--- config.mk ---
export PLATFORM = sky130hd
export DESIGN_NAME = scan_test_controller
export DESIGN_NICKNAME = d
export VERILOG_FILES = /design/src/rtl/scan_ctrl_pkg.sv /design/src/rtl/scan_bit_counter.sv /design/src/rtl/scan_test_controller.sv
export SDC_FILE = /design/constraint.sdc
export NUM_CORES = 1
export LEC_CHECK = 0
export BUFFER_PORTS_ARGS = -buffer_cell sky130_fd_sc_hd__buf_4
export CAP_MARGIN = 40
export CORE_AREA = 2 2 73 47
export DETAILED_ROUTE_END_ITERATION = 6
export DIE_AREA = 0 0 75 49
export HOLD_SLACK_MARGIN = 0.05
export PLACE_DENSITY = 0.75
export SYNTH_ARGS = -nofsm -noshare
export SYNTH_HDL_FRONTEND = slang
export SYNTH_SLANG_ARGS = --single-unit
--- constraint.sdc ---
create_clock -name clk -period 3.9 [get_ports clk]
set_input_delay 0.78 -clock clk [delete_from_list [all_inputs] [get_ports clk]]
set_output_delay 0.78 -clock clk [all_outputs]
set_load 0.01 [all_outputs]
--- src/rtl/scan_ctrl_pkg.sv ---
// Shared types and constants for the scan test controller.
// Holds the controller state encoding, the default chain length and the
// terminal-count helper used by the bit counter.
package scan_ctrl_pkg;

  localparam int CHAIN_LEN_DEFAULT = 8;

  typedef enum logic [2:0] {
    S_IDLE,
    S_LOAD,
    S_CAPTURE,
    S_UNLOAD,
    S_DONE
  } scan_state_t;

  // Last counter value of a shift phase over a chain of chain_len cells.
  function automatic int term_count(input int chain_len);
    return chain_len - 1;
  endfunction

endpackage

--- src/rtl/scan_bit_counter.sv ---
// Bit counter for one scan shift phase.
// Counts shifted bits from 0 up to the terminal count. It is never asked to
// count past the terminal count because the controller leaves the shift state
// there, so it does not wrap.
module scan_bit_counter
  import scan_ctrl_pkg::*;
#(
  parameter int CHAIN_LEN = CHAIN_LEN_DEFAULT,
  parameter int CNT_W     = $clog2(CHAIN_LEN)
) (
  input  logic             clk,
  input  logic             rst,
  input  logic             clr_i,
  input  logic             en_i,
  output logic [CNT_W-1:0] cnt_o,
  output logic             term_o
);

  logic [CNT_W-1:0] cnt_q, cnt_d;

  // Next count: clear wins over increment.
  always_comb begin
    cnt_d = cnt_q;
    if (clr_i) begin
      cnt_d = '0;
    end else if (en_i) begin
      cnt_d = cnt_q + 1'b1;
    end
  end

  // Count register with synchronous reset.
  always_ff @(posedge clk) begin
    if (rst) begin
      cnt_q <= '0;
    end else begin
      cnt_q <= cnt_d;
    end
  end

  assign cnt_o  = cnt_q;
  assign term_o = (cnt_q == CNT_W'(term_count(CHAIN_LEN)));

endmodule

--- src/rtl/scan_test_controller.sv ---
// Scan test controller for the 8-bit chain wrapping the 4x4 multiplier.
// Loads one {a,b} vector LSB first, pulses one capture cycle, then unloads
// the product LSB first into a right-shifting capture register.
// Optional feature: define SCAN_CHECK_EN to build the golden-product checker
// (mismatch flag and saturating err_cnt); otherwise both outputs are tied to 0.
//
// Handshakes: a transfer happens on a posedge where valid && ready are both
// high. vec_ready is high only in IDLE; the source must hold vec_valid and the
// vector stable until that edge. res_valid stays high with res_data stable
// until the edge where res_ready is high; res_ready is ignored otherwise.
module scan_test_controller
  import scan_ctrl_pkg::*;
#(
  parameter int A_W       = 4,
  parameter int B_W       = 4,
  parameter int CHAIN_LEN = CHAIN_LEN_DEFAULT  // must equal A_W+B_W
) (
  input  logic                 clk,
  input  logic                 rst,
  input  logic                 vec_valid,
  output logic                 vec_ready,
  input  logic [A_W-1:0]       vec_a,
  input  logic [B_W-1:0]       vec_b,
  output logic                 scan_en,
  output logic                 scan_in,
  input  logic                 scan_out,
  output logic                 res_valid,
  input  logic                 res_ready,
  output logic [CHAIN_LEN-1:0] res_data,
  output logic                 busy,
  output logic                 mismatch,
  output logic [7:0]           err_cnt,
  output scan_state_t          dbg_state
);

  localparam int CNT_W = $clog2(CHAIN_LEN);

  scan_state_t          state_q, state_d;
  logic [CHAIN_LEN-1:0] vec_q, vec_d;
  logic [CHAIN_LEN-1:0] cap_q, cap_d;
  logic [CHAIN_LEN-1:0] res_data_q, res_data_d;
  logic                 res_valid_q, res_valid_d;
  logic                 scan_en_q, scan_en_d;
  logic                 scan_in_q, scan_in_d;
  logic                 vec_ready_q, vec_ready_d;
  logic                 busy_q, busy_d;
  logic                 cnt_clr, cnt_en, cnt_term;
  logic [CNT_W-1:0]     cnt;
  logic [CHAIN_LEN-1:0] shift_word;

  scan_bit_counter #(
    .CHAIN_LEN (CHAIN_LEN),
    .CNT_W     (CNT_W)
  ) u_bit_cnt (
    .clk    (clk),
    .rst    (rst),
    .clr_i  (cnt_clr),
    .en_i   (cnt_en),
    .cnt_o  (cnt),
    .term_o (cnt_term)
  );

  // Capture register after this edge's sample: scan_out enters at the top.
  assign shift_word = {scan_out, cap_q[CHAIN_LEN-1:1]};

  // Next state and next values of every registered output. scan_en/scan_in
  // are computed for the state being entered so the chain sees them a full
  // cycle before the edge that uses them.
  always_comb begin
    state_d     = state_q;
    vec_d       = vec_q;
    cap_d       = cap_q;
    res_data_d  = res_data_q;
    res_valid_d = res_valid_q;
    scan_en_d   = 1'b0;
    scan_in_d   = 1'b0;
    cnt_clr     = 1'b0;
    cnt_en      = 1'b0;
    case (state_q)
      S_IDLE: begin
        if (vec_valid) begin
          vec_d     = {vec_a, vec_b};
          cnt_clr   = 1'b1;
          state_d   = S_LOAD;
          scan_en_d = 1'b1;
          scan_in_d = vec_b[0];
        end
      end
      S_LOAD: begin
        if (cnt_term) begin
          state_d = S_CAPTURE;
        end else begin
          cnt_en    = 1'b1;
          scan_en_d = 1'b1;
          scan_in_d = vec_q[cnt + 1'b1];
        end
      end
      S_CAPTURE: begin
        cnt_clr   = 1'b1;
        state_d   = S_UNLOAD;
        scan_en_d = 1'b1;
      end
      S_UNLOAD: begin
        cap_d = shift_word;
        if (cnt_term) begin
          res_data_d  = shift_word;
          res_valid_d = 1'b1;
          state_d     = S_DONE;
        end else begin
          cnt_en    = 1'b1;
          scan_en_d = 1'b1;
        end
      end
      S_DONE: begin
        if (res_ready) begin
          res_valid_d = 1'b0;
          state_d     = S_IDLE;
        end
      end
      default: state_d = S_IDLE;
    endcase
    vec_ready_d = (state_d == S_IDLE);
    busy_d      = (state_d != S_IDLE);
  end

  // State and output registers; reset aborts any operation in progress.
  always_ff @(posedge clk) begin
    if (rst) begin
      state_q     <= S_IDLE;
      vec_q       <= '0;
      cap_q       <= '0;
      res_data_q  <= '0;
      res_valid_q <= 1'b0;
      scan_en_q   <= 1'b0;
      scan_in_q   <= 1'b0;
      vec_ready_q <= 1'b1;
      busy_q      <= 1'b0;
    end else begin
      state_q     <= state_d;
      vec_q       <= vec_d;
      cap_q       <= cap_d;
      res_data_q  <= res_data_d;
      res_valid_q <= res_valid_d;
      scan_en_q   <= scan_en_d;
      scan_in_q   <= scan_in_d;
      vec_ready_q <= vec_ready_d;
      busy_q      <= busy_d;
    end
  end

  assign vec_ready = vec_ready_q;
  assign scan_en   = scan_en_q;
  assign scan_in   = scan_in_q;
  assign res_valid = res_valid_q;
  assign res_data  = res_data_q;
  assign busy      = busy_q;
  assign dbg_state = state_q;

`ifdef SCAN_CHECK_EN
  logic [CHAIN_LEN-1:0] golden_q, golden_d;
  logic                 mismatch_q, mismatch_d;
  logic [7:0]           err_cnt_q, err_cnt_d;
  logic                 chk_accept, chk_result;

  assign chk_accept = (state_q == S_IDLE) && vec_valid;
  assign chk_result = (state_q == S_UNLOAD) && cnt_term;

  // Golden product latched at accept; verdict formed as res_valid rises and
  // cleared when the result is consumed.
  always_comb begin
    golden_d   = golden_q;
    mismatch_d = mismatch_q;
    err_cnt_d  = err_cnt_q;
    if (chk_accept) begin
      golden_d = CHAIN_LEN'(vec_a) * CHAIN_LEN'(vec_b);
    end
    if (chk_result) begin
      mismatch_d = (shift_word != golden_q);
      if ((shift_word != golden_q) && (err_cnt_q != 8'hFF)) begin
        err_cnt_d = err_cnt_q + 8'd1;
      end
    end else if ((state_q == S_DONE) && res_ready) begin
      mismatch_d = 1'b0;
    end
  end

  // Checker registers.
  always_ff @(posedge clk) begin
    if (rst) begin
      golden_q   <= '0;
      mismatch_q <= 1'b0;
      err_cnt_q  <= '0;
    end else begin
      golden_q   <= golden_d;
      mismatch_q <= mismatch_d;
      err_cnt_q  <= err_cnt_d;
    end
  end

  assign mismatch = mismatch_q;
  assign err_cnt  = err_cnt_q;
`else
  assign mismatch = 1'b0;
  assign err_cnt  = 8'h00;
`endif

endmodule
==> impl_metrics.yaml, run 1 <==
synth:
  ys_seq_area_frac: 0.4698
  synth_common_cells: "dfxtp_1, nor2_1, nand2_1"
  ys.flop_type: "dfxtp_1"
  synth.largest_area_cell: "dfxtp_1"
  synthArstFlopShare: 0
  synthDistinctLibCells: 38
  synth_top_area_frac: 0.4698
  synth_warnings: 0
  synth_area_per_cell_um2: 9.924
  synthCells: 146
  synth_edf_count: 0
  ys_ff_latch: 34
  synthesis.area_um2: 1449
  yosysMostFrequentCell: "dfxtp_1"
  synthTopCellsByArea: "dfxtp_1, mux2i_1, buf_4"
timing:
  finalCritPeriodShare: 0.4873
  max_clock_freq_ghz: 0.5262
  hold_viol_final: 0
  tightest_slew_ps: 499.6
  final-max-slew-violation-count: 0
  relSlewSlack: 0.6665
  min_period_ps: 1901
  final.setup_skew_ps: 8.816
  rsz0062_at_grt: "false"
  setup-violations-final: 0
  setup_tns_ps: 0
  worst_slack_ps: 1999
detailed_routing:
  via_per_inst: 4.940
  wl_per_cell_um: 12.65
  drc_errors: 0
  drtIter0Drc: 33
  dr.pass1.iters: 4
  postRouteAntennaNets: 0
  wl_um: 2744
  vias: 1072
finish:
  fin_util: 0.5596
  layoutNonFillerInstCount: 217
  nets: 186
  layout-drive-gt1-share: 0.2384
  diodes: 0
  syn2layout_area_growth_pct: 18.31
clock_tree:
  h-tree-depth: 2
  post_cts_buffers: 0
  cts-resized-gates: 0
  cts_buffer_depth: 2
  cts_tree: "built"
  cts_made_buffers: 5
  cts-root-buf: "clkbuf_8"
  worstSkewPairLatency_ps: 280
  clk_pin_slew_ps: 70
  cts-hold-fix-buffers: 0
  clock-sinks: 34
die:
  dieArea_um2: 3675
  fp.dieW_um: 75
  die_y_um: 49
  row_count: 16
  core-area_um2: 3063
  start_util: 0.4730
  num_io_pins: 38
power_and_ir_drop:
  powerDensity_nw_per_um2: 397.0
  power.leakage_nw: 0.7721
  power_mw: 0.6805
  ir_worst_vdd_mv: 0.2597
critical_path:
  slowest_delay_ps: 630
  critPathTopFamily: "flip-flops"
  critPathKind: "reg2out"
  start_kind: "register"
  worstPathCellList: "buf_4"
  path_max_fanout: 14
  cp-end-kind: "output pin"
  critPathSlowestCell: "dfxtp_1"
  cp.arrival_ps: 1120
  cp_num_buf_inv: 1
  critPathRequiredTime_ps: 3120
min_path:
  hold_path_class: "reg2reg"
global_routing:
  antenna_found_initial: 0
  grt_start_max_net_pins: 24
  grt_use_total: 0.1670
  grt_pass1_wl_um: 4547
  overflow: 0
  grt_pass1_vias: 986
placed_design:
  place_hpwl_um: 2019
  routabilityCongestion: 0.7937
  dp_worst_setup_slack_ps: 2086
  placedCellCount: 209
  io_buffers: 28
status:
  status: "complete, no violations"
job:
  drv_cap: 0
-- report_power, final --
group          leakage (nW)  switching (mW)  internal [mW]  total [mW]
Clock                0.0482           0.118          0.142       0.261
Combinational         0.447          0.0262         0.0286      0.0549
Sequential            0.277         0.00791          0.357       0.365
Total                 0.772           0.153          0.528       0.681
-- placed cells by master (no fill, tap or decap), drive strengths merged, types with 2 or more instances in the layout --
cell | Yosys | routed
dfxtp | 34 | 34
buf | 16 | 28
nor2 | 18 | 18
nand2 | 16 | 16
mux2i | 11 | 11
a21oi | 10 | 10
conb | 1 | 9
a22o | 7 | 7
clkbuf | 2 | 7
inv | 3 | 3
and3 | 2 | 2
nand3b | 2 | 2
nor3 | 2 | 2
and2 | 2 | 2
ha | 2 | 2
nor3b | 2 | 2
-- path summary, 6_finish.rpt --
path             endpoint  slack [ps]               start  cells after the start
max          dbg_state[1]        2000        dbg_state[1]                      1
min           res_data[3]         460         res_data[3]                      2
max reg2reg     vec_ready        2030  u_bit_cnt.cnt_o[0]                      5
min reg2reg   res_data[3]         460         res_data[3]                      2
-- worst reg2reg max path, cell delays in order (launching register included) --
cell and delay (ps):
dfxtp_1 430, ha_1 200, ha_1 340, nand4b_1 410, a21oi_2 310, a21oi_1 60
-- state kept, by name (all words and copies together) (netlist names) --
register and count:
busy 1, res_data 8, res_valid 1, vec_ready 1, scan_in 1, cap_q 7, scan_en 1, u_bit_cnt.cnt_o 3
dbg_state 3, vec_q 8
-- layer usage --
metal	track usage	wire (µm)	vias up
met2	0.2412	1201	30
met3	0.05579	129	6
met1	0.2261	1361	500
met5	0	0	-
met4	0.07143	52	0
li1	-	-	536
-- through the flow --
step                hold WS [ps]  area [µm²]
CTS                        461.1        1714
finish                     455.5        1714
global placement           444.9        1623
detailed placement         451.5        1623
floorplan                  431.5        1479
global route               477.3        1714
-- final cells by class --
cell class	instances	area, µm²
Clock buffer	7	86.33
Clock inverter	1	5.005
Fill cell	286	1349
Inverter	3	11.26
Multi-Input combinational cell	99	664.4
Sequential cell	34	680.7
Tap cell	45	56.30
Timing Repair Buffer	28	210.2
-- cells by family after synthesis --
logic type               count (synthesis)  share of synthesized area
AO/OA/AOI/OAI                           23                     0.1175
multiplexers                            13                     0.1019
flip-flops                              34                     0.4698
adder cells (fa/ha/maj)                  2                    0.01727
AND/OR/NAND/NOR                         50                     0.1865
XOR/XNOR                                 2                    0.01209
other                                    1                   0.002588
buffers and inverters                   21                    0.09239
No activity file was read; power rests on OpenSTA's default activity.
==> run 2: changes to the inputs <==
- clock period: 3.9 -> 1.85 ns (I/O delays scaled with it)
==> impl_metrics.yaml, run 2 (synthesis results as in run 1) <==
clock_tree:
  clk_pin_slew_ps: 60
  cts_made_buffers: 5
  h-tree-depth: 2
  post_cts_buffers: 0
  cts_buffer_depth: 2
  cts-resized-gates: 0
  cts_tree: "built"
  cts-root-buf: "clkbuf_8"
  cts-hold-fix-buffers: 0
  clock-sinks: 34
  worstSkewPairLatency_ps: 270
placed_design:
  io_buffers: 28
  place_hpwl_um: 1985
  routabilityCongestion: 0.7930
status:
  status: "complete, no violations"
finish:
  diodes: 0
  layout-drive-gt1-share: 0.2370
  syn2layout_area_growth_pct: 18.31
  fin_util: 0.5596
  final_common_cell: "dfxtp_1"
  final_cell_mix: "dfxtp_1, buf_4, nor2_1"
  nets: 188
detailed_routing:
  wl_per_cell_um: 12.44
  wl_um: 2711
  dr.pass1.iters: 4
  drc_errors: 0
  via_per_inst: 4.977
  vias: 1085
  postRouteAntennaNets: 0
  drtIter0Drc: 48
timing:
  tightest_slew_ps: 519.3
  final-max-slew-violation-count: 0
  relSlewSlack: 0.6533
  finalCritPeriodShare: 0.9108
  hold_viol_final: 0
  max_clock_freq_ghz: 0.5935
  min_period_ps: 1685
  setup-violations-final: 0
  setup_tns_ps: 0
  final.setup_skew_ps: 2.593
  rsz0062_at_grt: "false"
critical_path:
  path_max_fanout: 5
  reg2regPathDepth: 4
  start_kind: "register"
  worstSetupStartpoint: "u_bit_cnt.cnt_o[0]"
  timing.rr.end: "scan_in"
  ff2ff_setup_slack_ps: 170
  cp-end-kind: "register"
  regToRegStartpoint: "u_bit_cnt.cnt_o[0]"
  cp.arrival_ps: 1840
  critPathRequiredTime_ps: 2000
  critPathKind: "reg2reg"
die:
  row_count: 16
  core-area_um2: 3063
  start_util: 0.4730
  die_y_um: 49
  fp.dieW_um: 75
  num_io_pins: 38
  dieArea_um2: 3675
global_routing:
  grt_use_total: 0.1675
  grt_pass1_wl_um: 4595
  grt_start_max_net_pins: 24
  antenna_found_initial: 0
  grt_pass1_vias: 947
  overflow: 0
power_and_ir_drop:
  power.leakage_nw: 0.7705
  power_mw: 1.368
  powerDensity_nw_per_um2: 798.1
  ir_worst_vdd_mv: 0.4637
min_path:
  hold_path_class: "in2reg"
  whs_endpoint: "vec_q[1]"
  whs_path_depth: 2
  hp-start: "vec_b[1]"
job:
  drv_cap: 0
-- run 2: how the worst max path moves through the flow --
| stage | to | slack (ps) | depth (start not counted) |
|---|---|---|---|
| 5_1_grt | res_data[7] | 50 | 5 |
| 2_1_floorplan | scan_in | 270 | 6 |
| 6_report | scan_in | 170 | 4 |
| 3_3_place_gp | scan_in | 260 | 5 |
| 4_1_cts | scan_in | 160 | 5 |
| 3_5_place_dp | scan_in | 180 | 5 |
-- run 2: routing by layer --
| metal | share of wire | vias up | GRT usage |
|---|---|---|---|
| li1 | - | 543 | - |
| met4 | 0.010 | 0 | 0.05357 |
| met1 | 0.50 | 505 | 0.2471 |
| met3 | 0.058 | 2 | 0.05579 |
| met2 | 0.43 | 35 | 0.2281 |
| met5 | 0 | - | 0 |
-- run 2: cell type report --
class                   count  area, µm²
multi-input cells          99      664.4
fillers                   290       1349
repair buffers             30      225.2
inverters                   3      11.26
well taps                  45      56.30
clock buffers               7      76.32
flip-flops and latches     34      680.7
-- run 2: critical path, stage by stage (launching register included) --
cell	delay, ps
dfxtp_1	360
ha_1	390
mux4_1	590
nor2_1	150
o41ai_2	90
-- run 2: report_power, final --
| part | internal [mW] | leakage (nW) | switching, mW |
|---|---|---|---|
| logic | 0.0603 | 0.456 | 0.0562 |
| registers | 0.753 | 0.277 | 0.0168 |
| clock network | 0.258 | 0.0383 | 0.223 |
-- run 2: metrics by stage --
step           hold slack, ps  cell area [µm²]  cells  setup WS (ps)
5_1_grt                 318.8             1714    218          47.66
6_report                312.9             1714    218          165.1
2_1_floorplan           431.5             1479    154          265.5
3_3_place_gp            444.1             1638    211          261.2
4_1_cts                 311.1             1714    218          161.2
3_5_place_dp            448.5             1638    211          183.9
==> run 3: changes to the inputs <==
--- a/config.mk
+++ b/config.mk
@@ -6,5 +6,5 @@
 export NUM_CORES = 1
 export LEC_CHECK = 0
-export BUFFER_PORTS_ARGS = -buffer_cell sky130_fd_sc_hd__buf_4
+export BUFFER_PORTS_ARGS = -buffer_cell sky130_fd_sc_hd__buf_2
 export CAP_MARGIN = 40
 export CORE_AREA = 2 2 73 47
==> constraint.sdc (replaced) <==
create_clock -name clk -period 1.85 [get_ports clk]
set_input_delay 0.37 -clock clk [delete_from_list [all_inputs] [get_ports clk]]
set_output_delay 0.37 -clock clk [all_outputs]
set_load 0.02 [all_outputs]
==> impl_metrics.yaml, run 3 (synthesis results as in run 1) <==
status:
  status: "complete, no violations"
finish:
  final_cell_mix: "dfxtp_1, buf_2, nor2_1"
  seq_area_um2: 680.7
  layout-drive-gt1-share: 0.2486
  diodes: 0
  final_common_cell: "dfxtp_1"
  n_fill_cell: 291
  layoutNonFillerInstCount: 218
  syn2layout_area_growth_pct: 14.42
  multi_input_area_um2: 664.4
  nets: 189
clock_tree:
  worstSkewPairLatency_ps: 290
  clock-sinks: 34
  cts-root-buf: "clkbuf_8"
  cts_tree: "built"
  cts-hold-fix-buffers: 0
  post_cts_buffers: 0
  h-tree-depth: 2
  cts-resized-gates: 0
  clk_pin_slew_ps: 60
  cts_buffer_depth: 2
  cts_made_buffers: 5
timing:
  final.setup_skew_ps: 2.776
  hold_viol_final: 0
  finalCritPeriodShare: 0.9187
  min_period_ps: 1700
  rsz0062_at_grt: "false"
  relSlewSlack: 0.6501
  setup-violations-final: 0
  max_clock_freq_ghz: 0.5884
  tightest_slew_ps: 524.1
  setup_tns_ps: 0
  final-max-slew-violation-count: 0
die:
  row_count: 16
  core-area_um2: 3063
  start_util: 0.4730
  die_y_um: 49
  num_io_pins: 38
  dieArea_um2: 3675
  fp.dieW_um: 75
placed_design:
  io_buffers: 28
  place_hpwl_um: 2063
  placedCellCount: 211
  routabilityCongestion: 0.7943
detailed_routing:
  drc_errors: 0
  vias: 1100
  dr.pass1.iters: 4
  drtIter0Drc: 42
  postRouteAntennaNets: 0
  wl_per_cell_um: 13.39
  wl_um: 2919
  via_per_inst: 5.046
global_routing:
  grt_use_total: 0.1706
  antenna_found_initial: 0
  grt_pass1_wl_um: 4526
  grt_pass1_vias: 956
  overflow: 0
  grt_start_max_net_pins: 23
critical_path:
  critPathSlowestCell: "dfxtp_1"
  cp-end-kind: "register"
  critPathRequiredTime_ps: 2050
  cp.arrival_ps: 1900
  cpMostUsedCell: "ha_1"
  critPathKind: "reg2reg"
  path_max_fanout: 7
  slowest_delay_ps: 360
  worstPathCellList: "ha_1, ha_1, nor3b_4, nand2_2, o41ai_2"
  start_kind: "register"
job:
  drv_cap: 0
power_and_ir_drop:
  powerDensity_nw_per_um2: 862.1
  power.leakage_nw: 0.7684
  ir_worst_vdd_mv: 0.6494
min_path:
  hold_path_class: "in2reg"
## run 3: cell count changes in the layout (fill, tap and decap cells not counted), sizes merged
cell and delta:
buf +1, clkbuf -1
## run 3: per-stage QoR
step / hold WS, ps / utilization / area, µm² / worst slack (ps) / total power, mW
2_1_floorplan: 431.6 / - / 1479 / 265.5 / 0.8859
3_3_place_gp: 443.7 / 0.5118 / 1568 / 217.5 / 0.9014
3_5_place_dp: 444.0 / 0.5118 / 1568 / 60.60 / 0.9063
4_1_cts: 290.8 / 0.5388 / 1650 / 40.13 / 1.440
5_1_grt: 293.6 / 0.5413 / 1658 / 28.60 / 1.485
6_report: 296.7 / 0.5413 / 1658 / 150.3 / 1.429
## run 3: routing by layer
metal  global-route usage  routed length, µm  vias to the layer above
met4              0.06250                 46                        0
li1                     -                  -                      537
met2               0.2383               1259                       36
met3              0.08471                186                        5
met5                    0                  0                        -
met1               0.2254               1427                      522
## run 3: worst max-delay path: cells and delay by family (launching register included)
kind / cells / cell delay [ps]
AND/OR/NAND/NOR: 2 / 440
flip-flops: 1 / 360
AO/OA/AOI/OAI: 1 / 290
adder cells (fa/ha/maj): 2 / 510
## run 3: worst paths after layout
| kind | from | end | slack, ps | cells past startpoint |
|---|---|---|---|---|
| worst min-delay path | vec_b[2] | vec_q[2] | 300 | 2 |
| worst max register to register | u_bit_cnt.cnt_o[0] | scan_in | 150 | 5 |
| worst max-delay path | u_bit_cnt.cnt_o[0] | scan_in | 150 | 5 |
| worst min register to register | res_data[2] | res_data[2] | 450 | 2 |
## run 3: layout make-up
cell class,count,area share
clock buffers,6,0.04981
inverters,3,0.006792
multi-input cells,99,0.4008
flip-flops and latches,34,0.4106
well taps,45,0.03396
repair buffers,31,0.09811
## run 3: report_power, final
part	switching [mW]	total (mW)	internal (mW)
registers	0.0168	0.770	0.753
clock network	0.250	0.536	0.287
logic	0.0721	0.123	0.0510
